===== src/rtl/instr_encoder.sv =====
// Builds LEGv8 machine words from instruction requests and writes them into
// instruction memory at sequential word addresses through a held-request port.
module instr_encoder #(
    parameter int unsigned         ADDR_W    = 64,
    parameter logic [ADDR_W-1:0]   BASE_ADDR = '0,
    parameter int unsigned         DEPTH     = 64
) (
    input  logic              CLK,
    input  logic              reset,
    input  logic              clr,
    input  logic              in_valid,
    output logic              in_ready,
    input  logic [3:0]        in_op,
    input  logic [4:0]        in_rd,
    input  logic [4:0]        in_rn,
    input  logic [4:0]        in_rm,
    input  logic [25:0]       in_imm,
    input  logic [1:0]        in_hw,
    input  logic              in_last,
    output logic              imem_we,
    output logic [ADDR_W-1:0] imem_addr,
    output logic [31:0]       imem_wdata,
    input  logic              imem_ack,
    output logic [6:0]        word_count,
    output logic              done,
    output logic              err
);

    localparam logic [3:0] OP_AND  = 4'd0;
    localparam logic [3:0] OP_ORR  = 4'd1;
    localparam logic [3:0] OP_ADD  = 4'd2;
    localparam logic [3:0] OP_SUB  = 4'd3;
    localparam logic [3:0] OP_ADDI = 4'd4;
    localparam logic [3:0] OP_SUBI = 4'd5;
    localparam logic [3:0] OP_MOVZ = 4'd6;
    localparam logic [3:0] OP_B    = 4'd7;
    localparam logic [3:0] OP_CBZ  = 4'd8;
    localparam logic [3:0] OP_LDUR = 4'd9;
    localparam logic [3:0] OP_STUR = 4'd10;

    localparam logic [6:0] DEPTH_C = 7'(DEPTH);

    typedef enum logic [1:0] {
        S_IDLE,
        S_WRITE,
        S_DONE
    } state_t;

    typedef struct packed {
        logic [3:0]  op;
        logic [4:0]  rd;
        logic [4:0]  rn;
        logic [4:0]  rm;
        logic [25:0] imm;
        logic [1:0]  hw;
        logic        last;
    } enc_req_t;

    state_t   state, state_d;
    enc_req_t req;
    logic     last_q;
    logic     accept;
    logic     enc_legal;
    logic [31:0] enc_word;

    assign req = '{op: in_op, rd: in_rd, rn: in_rn, rm: in_rm,
                   imm: in_imm, hw: in_hw, last: in_last};

    assign in_ready = (state == S_IDLE) && (word_count < DEPTH_C);
    assign imem_we  = (state == S_WRITE);
    assign done     = (state == S_DONE);
    assign accept   = in_valid && in_ready;

    // Field packing; immediate bits above each field width are simply dropped.
    always_comb begin
        enc_legal = 1'b1;
        enc_word  = '0;
        case (req.op)
            OP_AND:  enc_word = {11'b10001010000, req.rm, 6'b000000, req.rn, req.rd};
            OP_ORR:  enc_word = {11'b10101010000, req.rm, 6'b000000, req.rn, req.rd};
            OP_ADD:  enc_word = {11'b10001011000, req.rm, 6'b000000, req.rn, req.rd};
            OP_SUB:  enc_word = {11'b11001011000, req.rm, 6'b000000, req.rn, req.rd};
            OP_ADDI: enc_word = {10'b1001000100, req.imm[11:0], req.rn, req.rd};
            OP_SUBI: enc_word = {10'b1101000100, req.imm[11:0], req.rn, req.rd};
            OP_MOVZ: enc_word = {9'b110100101, req.hw, req.imm[15:0], req.rd};
            OP_B:    enc_word = {6'b000101, req.imm[25:0]};
            OP_CBZ:  enc_word = {8'b10110100, req.imm[18:0], req.rd};
            OP_LDUR: enc_word = {11'b11111000010, req.imm[8:0], 2'b00, req.rn, req.rd};
            OP_STUR: enc_word = {11'b11111000000, req.imm[8:0], 2'b00, req.rn, req.rd};
            default: enc_legal = 1'b0;
        endcase
    end

    always_ff @(posedge CLK or posedge reset) begin
        if (reset) state <= S_IDLE;
        else       state <= state_d;
    end

    always_comb begin
        state_d = state;
        case (state)
            S_IDLE: begin
                if (accept) begin
                    if (enc_legal)    state_d = S_WRITE;
                    else if (req.last) state_d = S_DONE;
                end
            end
            S_WRITE: begin
                if (imem_ack) state_d = last_q ? S_DONE : S_IDLE;
            end
            S_DONE:  state_d = S_DONE;
            default: state_d = S_IDLE;
        endcase
        // clr wins everywhere, including aborting an unacked write.
        if (clr) state_d = S_IDLE;
    end

    always_ff @(posedge CLK or posedge reset) begin
        if (reset) begin
            imem_addr  <= BASE_ADDR;
            imem_wdata <= '0;
            word_count <= '0;
            err        <= 1'b0;
            last_q     <= 1'b0;
        end else if (clr) begin
            imem_addr  <= BASE_ADDR;
            word_count <= '0;
            err        <= 1'b0;
            last_q     <= 1'b0;
        end else begin
            case (state)
                S_IDLE: begin
                    if (accept) begin
                        if (enc_legal) begin
                            imem_wdata <= enc_word;
                            last_q     <= req.last;
                        end else begin
                            err <= 1'b1;
                        end
                    end else if (in_valid) begin
                        // Only reachable when full: request refused, not consumed.
                        err <= 1'b1;
                    end
                end
                S_WRITE: begin
                    if (imem_ack) begin
                        imem_addr  <= imem_addr + ADDR_W'(4);
                        word_count <= word_count + 7'd1;
                    end
                end
                default: ;
            endcase
        end
    end

endmodule

===== config.mk =====
export PLATFORM = sky130hd
export DESIGN_NAME = instr_encoder
export DESIGN_NICKNAME = d
export VERILOG_FILES = /design/src/rtl/instr_encoder.sv
export SDC_FILE = /design/constraint.sdc
export NUM_CORES = 1
export LEC_CHECK = 0
export CAP_MARGIN = 20
export CELL_PAD_IN_SITES_DETAIL_PLACEMENT = 1
export CELL_PAD_IN_SITES_GLOBAL_PLACEMENT = 2
export CORE_MARGIN = 10
export CORE_UTILIZATION = 26
export CTS_CLUSTER_DIAMETER = 200
export DETAILED_ROUTE_END_ITERATION = 12
export PLACE_DENSITY = 0.82
export RECOVER_POWER = 50
export SLEW_MARGIN = 10
export SYNTH_ARGS = -nofsm -noshare
export SYNTH_HDL_FRONTEND = slang
export SYNTH_SLANG_ARGS = --single-unit

===== constraint.sdc =====
create_clock -name CLK -period 3 [get_ports CLK]
set_clock_uncertainty 0.1 [all_clocks]
set_input_delay 0.45 -clock CLK [delete_from_list [all_inputs] [get_ports CLK]]
set_output_delay 0.45 -clock CLK [all_outputs]
set_load 0.03 [all_outputs]

### Word-level counts from Yosys, hierarchy flattened

Cells that the tools add are included.

* register bits after elaboration: 107
* input bits: 53
* output and inout bits: 107
* word-level logic and storage cells: 66

* add/sub/neg operators: 2
* order comparisons: 1
* equal/unequal tests: 16
* mux-type cells: 24
* bitwise logic cells: 1
* reductions and logical operators: 16

Operator list (number)
* $pmux W32 S11: 1
* $mux W64: 3
* $add A64 B3 Y64 const B: 1
* $mux W7: 3
* $eq A4 B3 Y1 const B: 4
* $eq A4 B4 Y1 const B: 3
* $mux W2: 6
* $reduce_or A11 Y1: 1
* $mux W1: 10
* $reduce_bool A2 Y1: 5
* $reduce_and A3 Y1: 3
* $eq A4 B2 Y1 const B: 2
* $add A7 B1 Y7 const B: 1
* $lt A7 B7 Y1 const B: 1
* $ne A3 B3 Y1 const B: 2
* $pmux W2 S3: 1
* $eq A4 B1 Y1 const B: 1
* $logic_not A4 Y1: 1
* $ne A4 B4 Y1 const B: 1
* $reduce_and A4 Y1: 1
* $ne A3 B2 Y1 const B: 1
* $reduce_bool A3 Y1: 1
* $eq A2 B1 Y1 const B: 1
* $eq A2 B2 Y1 const B: 1
* other kinds (4): 5

### Depth between registers and ports, before layout

* depth after elaboration: 7
* depth in mapped cells: 7
* gate-level depth less buffers: 6

### Least setup slack after synthesis

Ideal clock, no wire load.

* path type: register to register
* from: register imem_addr[2]
* to: register imem_addr[50]
* setup time: 0.078 ns
* data arrival time: 2.286 ns
* required time: 2.822 ns
* setup slack: 0.536 ns
* cell stages (with the launch flop): 8
* buffers on the path: 1
* clock period less this slack: 2.464 ns
* path through: dfrtp_1 -> ha_1 -> nand4_1 -> a2111oi_2 -> nand4_1 -> buf_2 -> or4_1 -> a21oi_1

* longest elaborated chain between the ends: 4

RTL lines
* start: declaration: RTL line 21 `output logic [ADDR_W-1:0] imem_addr,`
* start signal: assignment: RTL line 147 `imem_addr <= imem_addr + ADDR_W'(4);`
* $add A64 B3 Y64: RTL line 147
* $mux W64: RTL line 146 `if (imem_ack) begin`
* $mux W64: RTL line 131 `case (state)`
* $mux W64: RTL line 125 `end else if (clr) begin`

No other way between the ends. The select of a mux whose other input is x is not followed.
A chain may end at the register's enable or synchronous reset.

### Worst setup path after layout

* from: input port imem_ack
* to: register imem_addr[21]

* longest elaborated chain between the ends: 2

RTL lines
* start: declaration: RTL line 23 `input logic imem_ack,`
* $reduce_bool A2 Y1 (no source line)
* $reduce_and A2 Y1 (no source line)

No other way between the ends.

==> results.sh <==
export IMPL_top_level_ports=160
export IMPL_yosysWarnings=0
export IMPL_worstPathRequired_ns=3.18
export IMPL_drc=0
export IMPL_finalWirelength_um=20400
export IMPL_crit_family="buffers and inverters"
export IMPL_synthFlopType="dfrtp_1"
export IMPL_critPathMaxFanout=9
export IMPL_synth_async_reset_ratio=1.00
export IMPL_synth_most_common_cell="dfrtp_1"
export IMPL_hold_path_class="register to register"
export IMPL_post_cts_buffers=0
export IMPL_clock_latency_ns=0.36
export IMPL_endpoint_kind="register"
export IMPL_timing_rr_end="imem_addr[54]"
export IMPL_dieArea_um2=27700
export IMPL_setup_viol=0
export IMPL_hold_path_depth=1
export IMPL_clk_pin_slew_worst_paths_ns=0.08
export IMPL_cts_tree="done"
export IMPL_synth_top_family_by_area="simple AND/OR/NAND/NOR gates"
export IMPL_start_kind="primary input"
export IMPL_finalHoldViolations=0
export IMPL_synth_top_cells_by_count="dfrtp_1, nor2_1, a21oi_1, nand2_1"
export IMPL_ys_types=56
export IMPL_r2r_start="imem_addr[2]"
export IMPL_irDropWorstVdd_uv=262
export IMPL_clock_path_buffers=2
export IMPL_crit_chain="dlygate4sd3_1, nand3b_1, clkbuf_1, a211oi_1, buf_4, nand4_1, or3_1, a21oi_1"
export IMPL_pwr_density_cell_nw_per_um2=460
export IMPL_grt_max_degree=61
export IMPL_maxSlewHeadroom=0.00997
export IMPL_n_fill_cell=2446
export IMPL_yosysTopAreaCell="dfrtp_1"
export IMPL_finalSetupTns_ns=0
export IMPL_synth_seq_cells=105
export IMPL_antenna_found_initial=0
export IMPL_clock_fmax_mhz=369
export IMPL_cts_made_buffers=9
export IMPL_grt_pass1_wl_um=33000
export IMPL_hold_end="imem_wdata[28]"
export IMPL_synth_compound_area_frac=0.174
export IMPL_crit_type="primary input to register"
export IMPL_synth_seq_area_share=0.472
export IMPL_rsz0062_at_grt="no"
export IMPL_drive_gt1_frac=0.0718
export IMPL_seq_area_um2=2630
export IMPL_p_leak_uw=0.00297
export IMPL_portBuffers=157
export IMPL_dp_hpwl_um=15400
export IMPL_crit_buf_inv=3
export IMPL_synthMuxAreaShare=0.00809
export IMPL_drtPass1Iterations=5
export IMPL_drtAntennaViolNets=0
export IMPL_gp_congestion=0.813
export IMPL_core_um2=21000
export IMPL_diodes=0
export IMPL_finalCriticalPeriod_ns=2.71
export IMPL_syn_area_um2=5570
export IMPL_violations="max-capacitance violations"
export IMPL_synth_xor_area_frac=0.0661
export IMPL_ys_top_cells_by_area="dfrtp_1, nor2_1, a21oi_1"
export IMPL_vias_per_cell=5.15
export IMPL_routedWlPerCell_um=19.4
export IMPL_reg2reg_depth=7
export IMPL_final_nets=830
export IMPL_cts_sinks=105
export IMPL_track_usage=0.144
export IMPL_cts_hold_buf=0
export IMPL_synth_simple_area_share=0.242
export IMPL_utilization=0.373
export IMPL_cp_slowest_cell="dlygate4sd3_1"
export IMPL_synth_edf_count=0
export IMPL_synth_top_area_frac=0.472
export IMPL_syn_area_per_cell_um2=9.16
export IMPL_start_util=0.265
export IMPL_cap_violations=1
export IMPL_die_h_um=166
export IMPL_root_buffer="clkbuf_16"
export IMPL_finalMaxSlewViolations=0
export IMPL_whs_ns=0.390
export IMPL_fin_crit_sh=0.903
export IMPL_critPathMaxStageDelay_ns=0.59
export IMPL_reg2reg_slack_ns=0.39
export IMPL_dr_first_iter_drc_count=196
export IMPL_hp_start="imem_wdata[28]"
export IMPL_cp_arrival_ns=2.89
export IMPL_synthAdderAreaFrac=0.00449
export IMPL_rows=53
export IMPL_syn_inst=608
export IMPL_htreeDepth=3
export IMPL_ctsResizeCount=0
export IMPL_multi_input_area_um2=2760
export IMPL_chipWidth_um=166
export IMPL_syn_to_final_growth_pct=41.0
export IMPL_vias=5438
export IMPL_worstMarginPinSlew_ns=1.48
export IMPL_grt_overflow_total=0
export IMPL_outcome="finished, violations left"
export IMPL_grt_pass1_vias=5827
worst max path at each step:
stage / startpoint / to / depth (start not counted)
floorplan: imem_addr[2] / imem_addr[50] / 7
global placement: imem_ack / imem_addr[50] / 6
detailed placement: imem_ack / imem_addr[62] / 7
CTS: imem_addr[2] / imem_addr[54] / 7
global route: imem_addr[2] / imem_addr[58] / 6
finish: imem_ack / imem_addr[21] / 8
worst register-to-register path, cell delays in order (launching register included):
cell and delay [ns]:
dfrtp_1 0.43, ha_1 0.25, nand4_1 0.22, a2111oi_2 0.47, nand4_1 0.31, buf_4 0.24, or3_1 0.34, a21oi_1 0.17
report_power, final:
group | leakage, uW | internal [uW] | switching (uW)
clock network | 0.000128 | 573 | 580
registers | 0.00139 | 1530 | 62.7
logic | 0.00145 | 337 | 528
total | 0.00297 | 2440 | 1170
sequential cells by signal, summed over array words and instances (netlist names):
signal / count
word_count: 7
state: 2
imem_wdata: 32
imem_addr: 62
last_q: 1
err: 1
cells in the final DEF, fill, tap and decap left out, types with 9 or more instances in the layout:
cell,instances
xnor2_1,18
xor2_1,24
a222oi_1,12
or3_1,19
nand4_1,29
dfrtp_1,105
nor2_1,93
clkbuf_16,9
a22oi_1,10
nand3_1,29
inv_1,12
or4_1,9
nand2_1,34
clkdlybuf4s50_1,124
a21oi_1,62
nor3_1,10
buf_4,23
o21ai_0,19
dlygate4sd3_1,32
logic make-up (layout without fill, tap and decap cells):
family,Yosys count,after routing
adders and majority gates,2,2
and+or+nand+nor,262,262
DFF,105,105
AOI/OAI and AO/OA,148,148
buffers and inverters,44,215
xor gates and xnor gates,42,42
other,1,2
muxes,4,4
area by class of cell:
class,instances,area share
flip-flops and latches,105,0.335
multi-input cells,460,0.352
clock buffers,11,0.0297
repair buffers,185,0.228
clock inverters,5,0.00510
inverters,14,0.00685
well taps,275,0.0438
layer usage:
metal / global-route usage / up-vias / part of all wire
met4: 0.0424 / 0 / 0.012
met2: 0.238 / 130 / 0.47
met1: 0.171 / 2730 / 0.44
li1: - / 2564 / -
met3: 0.0525 / 14 / 0.082
met5: 0 / - / 0
stage by stage:
step                      cells  cell area, um2  setup slack [ns]  power, uW
after floorplan             609            5580             0.536       2090
after global placement     1039            7620             0.162       2530
after detailed placement   1039            7620            0.0979       2540
after CTS                  1055            7890             0.311       3720
after global routing       1055            7850             0.127       3810
final                      1055            7850             0.292       3610
No activity file was read; power rests on OpenSTA's default activity.
